$ cat config.mk
export PLATFORM = sky130hd
export DESIGN_NAME = pipe_delay_line
export DESIGN_NICKNAME = d
export VERILOG_FILES = /design/src/rtl/pipe_delay_line.sv
export SDC_FILE = /design/constraint.sdc
export NUM_CORES = 1
export LEC_CHECK = 0
export ABC_CLOCK_PERIOD_IN_PS = 2200
export CORE_ASPECT_RATIO = 0.5
export CORE_MARGIN = 8
export CORE_UTILIZATION = 52
export CTS_CLUSTER_DIAMETER = 150
export DETAILED_ROUTE_END_ITERATION = 8
export GPL_ROUTABILITY_DRIVEN = 0
export GPL_TIMING_DRIVEN = 0
export PLACE_DENSITY = 0.82
export SETUP_SLACK_MARGIN = 0.2
export SLEW_MARGIN = 40
export SYNTH_ARGS = -nofsm -noshare
export SYNTH_HDL_FRONTEND = slang
export SYNTH_SLANG_ARGS = --single-unit
$ cat constraint.sdc
create_clock -name clk -period 2.2 [get_ports clk]
set_input_delay 0.33 -clock clk [delete_from_list [all_inputs] [get_ports clk]]
set_output_delay 0.33 -clock clk [all_outputs]
set_load 0.05 [all_outputs]
$ cat src/rtl/pipe_delay_line.sv
`default_nettype none
// pipe_delay_line: elastic DEPTH-stage registered delay line with valid/ready
// handshake, bubble collapse, synchronous flush and registered occupancy.
// Revision: 1.0
module pipe_delay_line #(
  parameter int WIDTH = 8,
  parameter int DEPTH = 4,
  parameter int CW    = $clog2(DEPTH + 1)
) (
  input  logic             clk,
  input  logic             rst,
  input  logic             in_valid,
  input  logic [WIDTH-1:0] in_data,
  output logic             in_ready,
  output logic             out_valid,
  output logic [WIDTH-1:0] out_data,
  input  logic             out_ready,
  input  logic             flush,
  output logic [CW-1:0]    occupancy
);

  logic [WIDTH-1:0] r_data [DEPTH];
  logic [DEPTH-1:0] r_valid;
  logic [CW-1:0]    r_occ;

  logic [DEPTH-1:0] w_ready;
  logic [DEPTH-1:0] w_src_valid;
  logic [WIDTH-1:0] w_src_data [DEPTH];
  logic [DEPTH-1:0] w_valid_nxt;
  logic [DEPTH-1:0] w_load;
  logic [CW-1:0]    w_occ_nxt;

  // ready_k = !valid_k | ready_{k+1} unrolled: a stage may advance when the
  // consumer is ready or any stage from k to the tail is empty.
  generate
    for (genvar k = 0; k < DEPTH; k++) begin : g_stage
      assign w_ready[k] = out_ready | ~(&r_valid[DEPTH-1:k]);

      if (k == 0) begin : g_head
        assign w_src_valid[k] = in_valid;
        assign w_src_data[k]  = in_data;
      end else begin : g_body
        assign w_src_valid[k] = r_valid[k-1];
        assign w_src_data[k]  = r_data[k-1];
      end

      assign w_valid_nxt[k] = flush ? 1'b0 :
                              (w_ready[k] ? w_src_valid[k] : r_valid[k]);
      assign w_load[k]      = !flush && w_ready[k] && w_src_valid[k];
    end
  endgenerate

  always_comb begin
    w_occ_nxt = '0;
    for (int k = 0; k < DEPTH; k++) begin
      w_occ_nxt = w_occ_nxt + CW'(w_valid_nxt[k]);
    end
  end

  always_ff @(posedge clk or negedge rst) begin
    if (!rst) begin
      r_valid <= '0;
      r_occ   <= '0;
      for (int k = 0; k < DEPTH; k++) begin
        r_data[k] <= '0;
      end
    end else begin
      r_valid <= w_valid_nxt;
      r_occ   <= w_occ_nxt;
      // Data only moves with a valid word; bubbles and flushes leave it as is.
      for (int k = 0; k < DEPTH; k++) begin
        if (w_load[k]) begin
          r_data[k] <= w_src_data[k];
        end
      end
    end
  end

  assign in_ready  = w_ready[0] & ~flush;
  assign out_valid = r_valid[DEPTH-1];
  assign out_data  = r_data[DEPTH-1];
  assign occupancy = r_occ;

endmodule
`default_nettype wire

# [Word level (Yosys, flattened, before mapping)]
# Index checks and enable logic that the tools add are counted.
[word_totals] reg_bits=39 word_cells=39 inputBits=13
[classes] bitwise=10 addsub=3 mux=8 reduce_logical=12
[op_table] op="$logic_and A1 B1 Y1" n=8
[op_table] op="$mux W1" n=8
[op_table] op="$not A1 Y1" n=5
[op_table] op="$or A1 B1 Y1" n=4
[op_table] op="$reduce_and A4 Y1" n=1
[op_table] op="$add A2 B1 Y3" n=1
[op_table] op="$add A3 B1 Y3" n=1
[op_table] op="$reduce_and A3 Y1" n=1
[op_table] op="$add A1 B1 Y2" n=1
[op_table] op="$reduce_and A2 Y1" n=1
[op_table] op="$and A1 B1 Y1" n=1
[op_table] op="$logic_not A1 Y1" n=1

# [Depth between registers and ports, before layout]
# Gate-level depths: netlist of the first run.
[logic_depth] depth_word=8 mapped_depth=7 depth_no_buf=6

# [Worst setup path after synthesis of the first run]
# No wires, ideal clock.
[synth_path] kind="reg-to-reg" start="register r_valid[3]" end="register r_occ[1], in the netlist occupancy[1]" setup_time_ps=126 path_buffers=1 arrival_ps=2092 slack_ps=-18 required_time_ps=2074 path_stages_with_launch=8 path_cell_list="dfrtp_1 -> and4b_1 -> buf_6 -> a21oi_1 -> nor2_1 -> fa_1 -> ha_1 -> ha_1"
[synth_via] elab_chain_len=8
[synth_lines] element="start, declared" line_no="23" text="logic [DEPTH-1:0] r_valid;"
[synth_lines] element="start signal, assigned" line_no="68" text="r_valid <= w_valid_nxt;"
[synth_lines] element="$reduce_and A4 Y1" line_no="37" text="assign w_ready[k] = out_ready | ~(&r_valid[DEPTH-1:k]);"
[synth_lines] element="$not A1 Y1" line_no="37"
[synth_lines] element="$or A1 B1 Y1" line_no="37"
[synth_lines] element="$mux W1" line_no="48" text="(w_ready[k] ? w_src_valid[k] : r_valid[k]);"
[synth_lines] element="$mux W1" line_no="47" text="assign w_valid_nxt[k] = flush ? 1'b0 :"
[synth_lines] element="named net w_valid_nxt[0]" line_no="29" text="logic [DEPTH-1:0] w_valid_nxt;"
[synth_lines] element="$add A1 B1 Y2" line_no="56" text="w_occ_nxt = w_occ_nxt + CW'(w_valid_nxt[k]);"
[synth_lines] element="$add A2 B1 Y3" line_no="56"
[synth_lines] element="$add A3 B1 Y3" line_no="56"
[synth_lines] element="named net w_occ_nxt[1]" line_no="31" text="logic [CW-1:0] w_occ_nxt;"
[synth_lines] element="end signal, assigned" line_no="69" text="r_occ <= w_occ_nxt;"
[synth_lines] element="end, declared" line_no="24" text="logic [CW-1:0] r_occ;"
# The timed path passes the listed nets, and every way through them passes these cells.
# A chain may end at the register's enable or synchronous reset.

# [Worst setup path in the final report of the first run]
[layout_path] start="register r_valid[3]" end="register r_occ[1], in the netlist occupancy[1]"
[layout_rtl] element="$not A1 Y1" line_no="37"
[layout_rtl] element="$or A1 B1 Y1" line_no="37"
[layout_rtl] element="$mux W1 *" line_no="48"
[layout_rtl] element="$mux W1 *" line_no="47"
[layout_rtl] element="named net w_valid_nxt[3]" line_no="29"
[layout_rtl] element="$add A3 B1 Y3 *" line_no="56"
[layout_rtl] element="named net w_occ_nxt[1]" line_no="31"
# Mark *: on every way through the listed nets, which the timed path passes. The rest lies on a longest branch.

==> results of run 1 <==
## layout by cell type, fill, tap and decap left out
cell,instances
mux2_2,24
buf_4,11
mux2_4,8
dfrtp_1,38
fa_1,1
buf_2,2
buf_6,3
a311o_1,1
clkdlybuf4s50_1,21
dlygate4sd3_1,1
and2b_2,1
clkbuf_8,5
ha_4,1
nor2_1,1
clkinvlp_4,1
dfrtp_2,1
clkdlybuf4s15_2,1
nor3b_2,1
dlygate4sd2_1,1
inv_1,2
or3b_1,1
clkinv_2,1
a21oi_1,1
ha_2,1
nor2_2,5
a21oi_4,1
and4b_1,1
clkbuf_1,2
buf_16,1
a21oi_2,1
a31oi_1,1
nand2b_1,1
## final cells by class
cell class / instances / area, µm² / share of cell area (%)
Sequential cell: 39 / 977 / 46.6
Inverter: 2 / 7.51 / 0.358
Multi-Input combinational cell: 51 / 578 / 27.6
Clock buffer: 6 / 72.6 / 3.46
Buffer: 12 / 91.3 / 4.36
Clock inverter: 2 / 12.5 / 0.597
Timing Repair Buffer: 30 / 307 / 14.6
Tap cell: 40 / 50.0 / 2.39
## cell families (layout without fill, tap and decap cells)
group,Yosys count,count (layout),synth area share (%)
DFF,39,39,60.5
muxes,32,32,24.2
buffers and inverters,14,52,6.12
and+or+nand+nor,11,11,4.26
AOI/OAI and AO/OA,5,5,2.17
adders and majority gates,3,3,2.79
## per-layer routing
metal	up-vias	track usage (%)	routed length [µm]
met5	-	0	0
li1	427	-	-
met2	17	17.8	1270
met1	438	12.9	1310
met4	0	7.71	57
met3	6	3.63	147
## where the power goes
group	internal, W	switching (W)
Clock	0.000221	0.000238
Combinational	0.000352	0.000331
Sequential	0.000901	0.0000928
Total	0.00147	0.000662
## state kept, by name (all words and copies together), names as in the netlist
name       cells
occupancy      3
out_data       8
r_data        24
r_valid        4
## critical path: cells and delay by family, from the launching register on
family / cells / cell delay, ns
adder cells (fa/ha/maj): 3 / 0.93
flip-flops: 1 / 0.43
AND/OR/NAND/NOR: 3 / 0.39
buffers and inverters: 1 / 0.12
## metrics by stage
stage	utilization [%]	hold slack, ns	power, W	TNS [ns]	cell area [µm²]
2_1_floorplan	-	0.0344	0.00148	0	1620
3_3_place_gp	64.1	0.483	0.00166	-3.34	1910
3_5_place_dp	64.8	0.307	0.00169	-0.839	1930
4_1_cts	69.0	0.341	0.00216	0	2060
5_1_grt	70.4	0.363	0.00224	0	2100
6_report	70.4	0.351	0.00214	0	2100
## timing repair
| item | 4_1_cts | 5_1_grt |
|---|---|---|
| hold buffers | 1 | 0 |
| setup endpoints to repair | 3 | 1 |
| buffers inserted | 4 | 0 |
| endpoints found under the hold margin | 17 | 0 |
| pin swaps | 2 | 3 |
| gates resized for setup | 4 | 9 |
## worst paths after layout
check / from / depth (start not counted) / slack (ns) / end
max: r_valid[3] / 7 / 0.24 / occupancy[1]
min: flush / 2 / 0.35 / r_valid[3]
max reg2reg: r_valid[3] / 7 / 0.24 / occupancy[1]
min reg2reg: r_data[30] / 1 / 0.50 / r_data[22]
max in group asynchronous: rst / 3 / 1.22 / r_data[13]
min in group asynchronous: rst / 2 / 0.52 / occupancy[0]
==> results.json, run 1 <==
{
  "status": "completed",
  "dp_hpwl_um": 1910,
  "synth_top_cells_by_area": "dfrtp_1 60%, mux2_2 17%, mux2_4 7.4%",
  "clock_latency_ns": 0.29,
  "wl_per_cell_um": 15.3,
  "vias": 888,
  "synthCells": 104,
  "ys_seq_area_share_pct": 60.5,
  "fin_crit_sh_pct": 89.1,
  "yosysTopAreaCell": "dfrtp_1",
  "wl_um": 2780,
  "dominantRegCellSynth": "dfrtp_1",
  "dr.pass1.iters": 4,
  "required_ns": 2.39,
  "syn_avg_cell_area_um2": 15.5,
  "synth-edff-count": 0,
  "dieWidth_um": 94.8,
  "port_buffers": 24,
  "max_freq_mhz": 510,
  "n_antenna_cell": 0,
  "slowest_delay_ns": 0.55,
  "cpMaxStageDelayCell": "fa_1",
  "clock_path_buffers": 2,
  "drive_above_1_share_pct": 48.6,
  "arrival_ns": 2.15,
  "vias_per_cell": 4.88,
  "gr-total-overflow": 0,
  "synthArstFlopShare_pct": 100,
  "drt_iter0_drc": 16,
  "yosysWarnings": 0,
  "setup_slack_ns": 0.240,
  "cap_violations": 0,
  "path_cells": "buf_6 -> and2b_2 -> nor2_2 -> nor2_2 -> fa_1 -> ha_2 -> ha_4",
  "dp_cells": 169,
  "h-tree-depth": 2,
  "clkTransAtPathRegs_ns": 0.07,
  "antenna_found_initial": 0,
  "initial_core_util_pct": 54.2,
  "synth_area_um2": 1610,
  "core_area_um2": 2980,
  "cts-buffers-inserted": 5,
  "leakage_nw": 0.965,
  "vdd_drop_max_mv": 0.578,
  "cp_common_cell": "nor2_2",
  "synthDistinctLibCells": 20,
  "nFillCells": 196,
  "hp-class": "input pin to register",
  "grt_max_degree": 23,
  "syn2layout_area_growth_pct": 29.8,
  "rows": 14,
  "cp-end-kind": "register",
  "cts_sinks": 39,
  "maxSlewViolCount": 0,
  "crit_type": "register to register",
  "cts_tree": "built",
  "fin_crit_ns": 1.96,
  "power_density_nw_per_um2": 1020,
  "pre_cts_ws_ns": -0.269,
  "antenna_left": 0,
  "grt_pass1_vias": 948,
  "setup_viol_count_final": 0,
  "drc_errors": 0,
  "nNetsFinal": 157,
  "syn-num-nets": 120,
  "die_y_um": 55.4,
  "rsz0062_at_grt": "false",
  "synth_most_common_cell": "dfrtp_1",
  "instances_no_fill": 182,
  "grt_pass1_wl_um": 4510,
  "timing.slew.headroom_pct": 51.1,
  "finalHoldViolCount": 0,
  "cp-start-kind": "register",
  "skew_ns": 0.00405,
  "path_max_fanout": 3,
  "synth_common_cells": "39 x dfrtp_1, 24 x mux2_2, 8 x buf_4, 8 x mux2_4, 6 x nor2_1",
  "ys_ff_latch": 39,
  "die-area_um2": 5250,
  "grt_usage_pct": 11.3,
  "ios": 26,
  "yosysTopAreaCellShare_pct": 60.5,
  "root_buffer": "clkbuf_8",
  "worst_slew_pin_slew_ns": 0.730
}
Power figures use the tool's default switching activity.
==> inputs of run 2 (changes only) <==
- CORE_UTILIZATION: 52 -> 58
- CTS_BUF_LIST: not set -> sky130_fd_sc_hd__clkbuf_8
- DONT_BUFFER_PORTS: not set -> 1
- HOLD_SLACK_MARGIN: not set -> 0.05
- PLACE_DENSITY: 0.82 -> 0.78
==> results.json, run 2 (synthesis gave the netlist of run 1 again) <==
{
  "slowest_delay_ns": 0.57,
  "regMostFlops": "r_data",
  "finalHoldViolCount": 0,
  "skew_ns": 0.00409,
  "fin_crit_sh_pct": 96.9,
  "power.internal_w": 0.00136,
  "pre_cts_ws_ns": -0.0257,
  "dr.pass1.iters": 4,
  "timing.slew.headroom_pct": 55.6,
  "core_area_um2": 2620,
  "fin_crit_ns": 2.13,
  "antenna_found_initial": 0,
  "drc_errors": 0,
  "cpMaxStageDelayCell": "dfrtp_2",
  "required_ns": 2.38,
  "vias": 810,
  "clock_path_buffers": 2,
  "ios": 26,
  "largest_reg_flops": 24,
  "power_density_nw_per_um2": 1080,
  "clkTransAtPathRegs_ns": 0.07,
  "port_buffers": 0,
  "path_cells": "and4b_1 -> buf_6 -> a21oi_4 -> nor2_4 -> fa_1 -> ha_2 -> ha_4",
  "crit_type": "register to register",
  "hp-class": "input pin to register",
  "p_sw_share_pct": 32.4,
  "initial_core_util_pct": 61.6,
  "grt_usage_pct": 12.3,
  "h-tree-depth": 2,
  "n_antenna_cell": 0,
  "critPathLaunch": "r_valid[3]",
  "wl_per_cell_um": 18.0,
  "pwr-share-comb_pct": 27.2,
  "leakage_nw": 0.883,
  "setup_slack_ns": 0.0688,
  "path_max_fanout": 5,
  "hold_start": "in_data[7]",
  "dp_hpwl_um": 2010,
  "setup_viol_count_final": 0,
  "cts-buffers-inserted": 5,
  "grt_pass1_vias": 859,
  "die_y_um": 53.3,
  "p_clk_share_pct": 22.2,
  "cp-start-kind": "register",
  "status": "completed",
  "maxSlewViolCount": 0,
  "worst_slew_pin_slew_ns": 0.663,
  "die-area_um2": 4830,
  "rsz0062_at_grt": "true",
  "gr-total-overflow": 0,
  "cp-end-kind": "register",
  "vdd_drop_max_mv": 0.587,
  "rows": 13,
  "clock_latency_ns": 0.29,
  "cts_sinks": 39,
  "nNetsFinal": 134,
  "fin_util_pct": 71.6,
  "layout_common_cells": "38 x dfrtp_1, 24 x mux2_2, 13 x buf_4",
  "power_w": 0.00202,
  "root_buffer": "clkbuf_8",
  "arrival_ns": 2.31,
  "grt_max_degree": 40,
  "r2r_start": "r_valid[3]",
  "drive_above_1_share_pct": 56.3,
  "drt_iter0_drc": 24,
  "syn2layout_area_growth_pct": 16.1,
  "vias_per_cell": 5.19,
  "dieWidth_um": 90.6,
  "cap_violations": 0,
  "cts_tree": "built",
  "max_freq_mhz": 469,
  "p_switching_w": 0.000655,
  "antenna_left": 0,
  "layout.cells.most_common": "dfrtp_1",
  "grt_pass1_wl_um": 4390,
  "seq_power_share_pct": 50.6,
  "reg2reg_slack_ns": 0.07,
  "wl_um": 2810
}
[run 2: worst max-delay path, delay by kind of cell (launching register included)]
| family | cells | cell delay, ns |
|---|---|---|
| adder cells (fa/ha/maj) | 3 | 0.82 |
| AND/OR/NAND/NOR | 2 | 0.42 |
| buffers and inverters | 1 | 0.15 |
| AO/OA/AOI/OAI | 1 | 0.06 |
| flip-flops | 1 | 0.57 |
[run 2: layout make-up]
type / instances / area, µm²
Sequential cell: 39 / 977
Inverter: 2 / 7.51
Clock buffer: 5 / 68.8
Timing Repair Buffer: 7 / 67.6
Tap cell: 37 / 46.3
Clock inverter: 3 / 16.3
Multi-Input combinational cell: 51 / 599
Buffer: 12 / 91.3
Fill cell: 179 / 744
[run 2: layer usage]
| layer | vias to the layer above | GRT usage [%] | share of wire [%] |
|---|---|---|---|
| li1 | 377 | - | - |
| met1 | 406 | 13.5 | 45 |
| met2 | 22 | 19.2 | 45 |
| met3 | 5 | 6.90 | 8.2 |
| met4 | 0 | 6.54 | 1.6 |
| met5 | - | 0 | 0 |
[run 2: worst paths after layout]
path,to,depth (start not counted)
worst max register to register,occupancy[1],7
min in group asynchronous,r_data[20],2
worst max-delay path,occupancy[1],7
worst min-delay path,r_data[31],1
worst min register to register,r_data[23],1
max in group asynchronous,r_valid[3],2
[run 2: repair_timing]
action	CTS	global route
gates resized for setup	4	6
setup buffers	2	3
setup endpoints to repair	4	5
hold endpoints to repair	39	0
pin swaps	5	4
hold buffers	2	0
gates cloned	0	0
[run 2: power groups by stage]
stage,clock network (W),registers (W),logic (W)
floorplan,0,0.000990,0.000493
global placement,0,0.00102,0.000510
global route,0.000499,0.00104,0.000579
CTS,0.000462,0.00102,0.000550
finish,0.000448,0.00102,0.000549
detailed placement,0,0.00104,0.000526
[run 2: through the flow]
stage	instance area [µm²]	hold slack [ns]	TNS, ns	instances
after floorplan	1620	0.0344	0	104
after global placement	1660	0.0355	0	141
after detailed placement	1670	0.0351	-0.0257	141
after CTS	1820	0.183	0	153
after global routing	1870	0.177	0	156
final	1870	0.193	0	156
==> inputs of run 3 (changes only) <==
- SLEW_MARGIN: 40 -> 20
==> results.json, run 3 (synthesis gave the netlist of run 1 again) <==
{
  "status": "completed",
  "arrival_ns": 2.30,
  "rsz0062_at_grt": "true",
  "wl_um": 2750,
  "drive_above_1_share_pct": 55.9,
  "p_switching_w": 0.000651,
  "cts-buffers-inserted": 5,
  "largest_reg_flops": 24,
  "critPathLaunch": "r_valid[3]",
  "drt_iter0_drc": 27,
  "root_buffer": "clkbuf_8",
  "power.internal_w": 0.00136,
  "n_antenna_cell": 0,
  "timing.rr.end": "occupancy[1]",
  "r2r_start": "r_valid[3]",
  "leakage_nw": 0.874,
  "dp_hpwl_um": 2010,
  "die_y_um": 53.3,
  "hp-class": "input pin to register",
  "maxSlewViolCount": 0,
  "wl_per_cell_um": 17.7,
  "worst_slew_pin_slew_ns": 0.657,
  "crit_type": "register to register",
  "clock_path_buffers": 2,
  "finalHoldViolCount": 0,
  "fin_crit_sh_pct": 96.5,
  "grt_pass1_vias": 891,
  "max_freq_mhz": 471,
  "layout_common_cells": "38 x dfrtp_1, 24 x mux2_2, 12 x buf_4",
  "core_area_um2": 2620,
  "p_clk_share_pct": 22.3,
  "clock_latency_ns": 0.29,
  "timing.slew.headroom_pct": 56.0,
  "seq_power_share_pct": 50.6,
  "vias_per_cell": 5.33,
  "grt_max_degree": 40,
  "drc_errors": 0,
  "vias": 826,
  "skew_ns": 0.00489,
  "regMostFlops": "r_data",
  "cp-start-kind": "register",
  "syn2layout_area_growth_pct": 14.9,
  "cts_tree": "built",
  "cp-end-kind": "register",
  "pwr-share-comb_pct": 27.1,
  "grt_usage_pct": 12.6,
  "cts_sinks": 39,
  "h-tree-depth": 2,
  "setup_viol_count_final": 0,
  "gr-total-overflow": 0,
  "port_buffers": 0,
  "reg2reg_slack_ns": 0.08,
  "fin_util_pct": 70.8,
  "fin_crit_ns": 2.12,
  "antenna_left": 0,
  "rows": 13,
  "layout.cells.most_common": "dfrtp_1",
  "clkTransAtPathRegs_ns": 0.07,
  "holdWs_ns": 0.194,
  "required_ns": 2.38,
  "power_density_nw_per_um2": 1090,
  "die-area_um2": 4830,
  "antenna_found_initial": 0,
  "critPathCapture": "occupancy[1]",
  "dieWidth_um": 90.6,
  "grt_pass1_wl_um": 4500,
  "dr.pass1.iters": 4,
  "p_sw_share_pct": 32.3,
  "ios": 26,
  "initial_core_util_pct": 61.6,
  "nNetsFinal": 133,
  "vdd_drop_max_mv": 0.538,
  "path_max_fanout": 5,
  "cap_violations": 0,
  "reg2reg_depth": 7
}
[run 3: worst min-delay path by stage]
| stage | from | endpoint | slack (ns) | depth (start not counted) |
|---|---|---|---|---|
| final | in_data[2] | r_data[26] | 0.19 | 1 |
| after global routing | in_data[2] | r_data[26] | 0.18 | 1 |
| after CTS | in_data[2] | r_data[26] | 0.18 | 1 |
| after detailed placement | rst | r_valid[0] | 0.04 | 0 |
| after global placement | rst | r_valid[0] | 0.04 | 0 |
| after floorplan | rst | occupancy[0] | 0.03 | 0 |
[run 3: routing by layer]
metal | GRT usage [%] | share of wire [%] | up-vias
li1 | - | - | 377
met1 | 13.5 | 43 | 406
met2 | 19.7 | 44 | 29
met3 | 6.90 | 9.0 | 14
met4 | 7.63 | 3.3 | 0
met5 | 0 | 0 | -
[run 3: cell type report]
class	count	area (µm²)
clock inverters	3	16.3
fillers	176	764
flip-flops and latches	39	977
multi-input cells	51	587
inverters	2	7.51
clock buffers	5	68.8
repair buffers	6	60.1
plain buffers	12	91.3
well taps	37	46.3
[run 3: worst max-delay path, cell delays in order, from the launching register on]
cell and delay (ns):
dfrtp_2 0.56, and4b_1 0.28, buf_6 0.13, nor2_2 0.04
nor2_2 0.15, fa_1 0.47, ha_4 0.19, ha_4 0.20
[run 3: metrics by stage]
| step | TNS (ns) | setup slack, ns | cell area [µm²] | power (W) | instances |
|---|---|---|---|---|---|
| after detailed placement | -0.0190 | -0.0190 | 1660 | 0.00156 | 141 |
| after global routing | 0 | 0.00613 | 1850 | 0.00212 | 155 |
| after floorplan | 0 | 0.145 | 1620 | 0.00148 | 104 |
| final | 0 | 0.0779 | 1850 | 0.00201 | 155 |
| after global placement | 0 | 0.0841 | 1660 | 0.00153 | 141 |
| after CTS | 0 | 0.0795 | 1840 | 0.00204 | 154 |
[run 3: power groups by stage]
| stage | Clock (W) | Combinational, W | Sequential (W) |
|---|---|---|---|
| final | 0.000449 | 0.000546 | 0.00102 |
| after global routing | 0.000504 | 0.000577 | 0.00104 |
| after CTS | 0.000463 | 0.000552 | 0.00102 |
| after detailed placement | 0 | 0.000526 | 0.00104 |
| after global placement | 0 | 0.000510 | 0.00102 |
| after floorplan | 0 | 0.000493 | 0.000990 |
[run 3: timing repair]
item | in CTS | in global routing
pin swaps | 4 | 3
endpoints found under the hold margin | 39 | 0
gates cloned | 0 | 0
buffers inserted | 3 | 1
hold buffers | 2 | 0
endpoints found under the setup margin | 4 | 20
resized for setup | 6 | 2
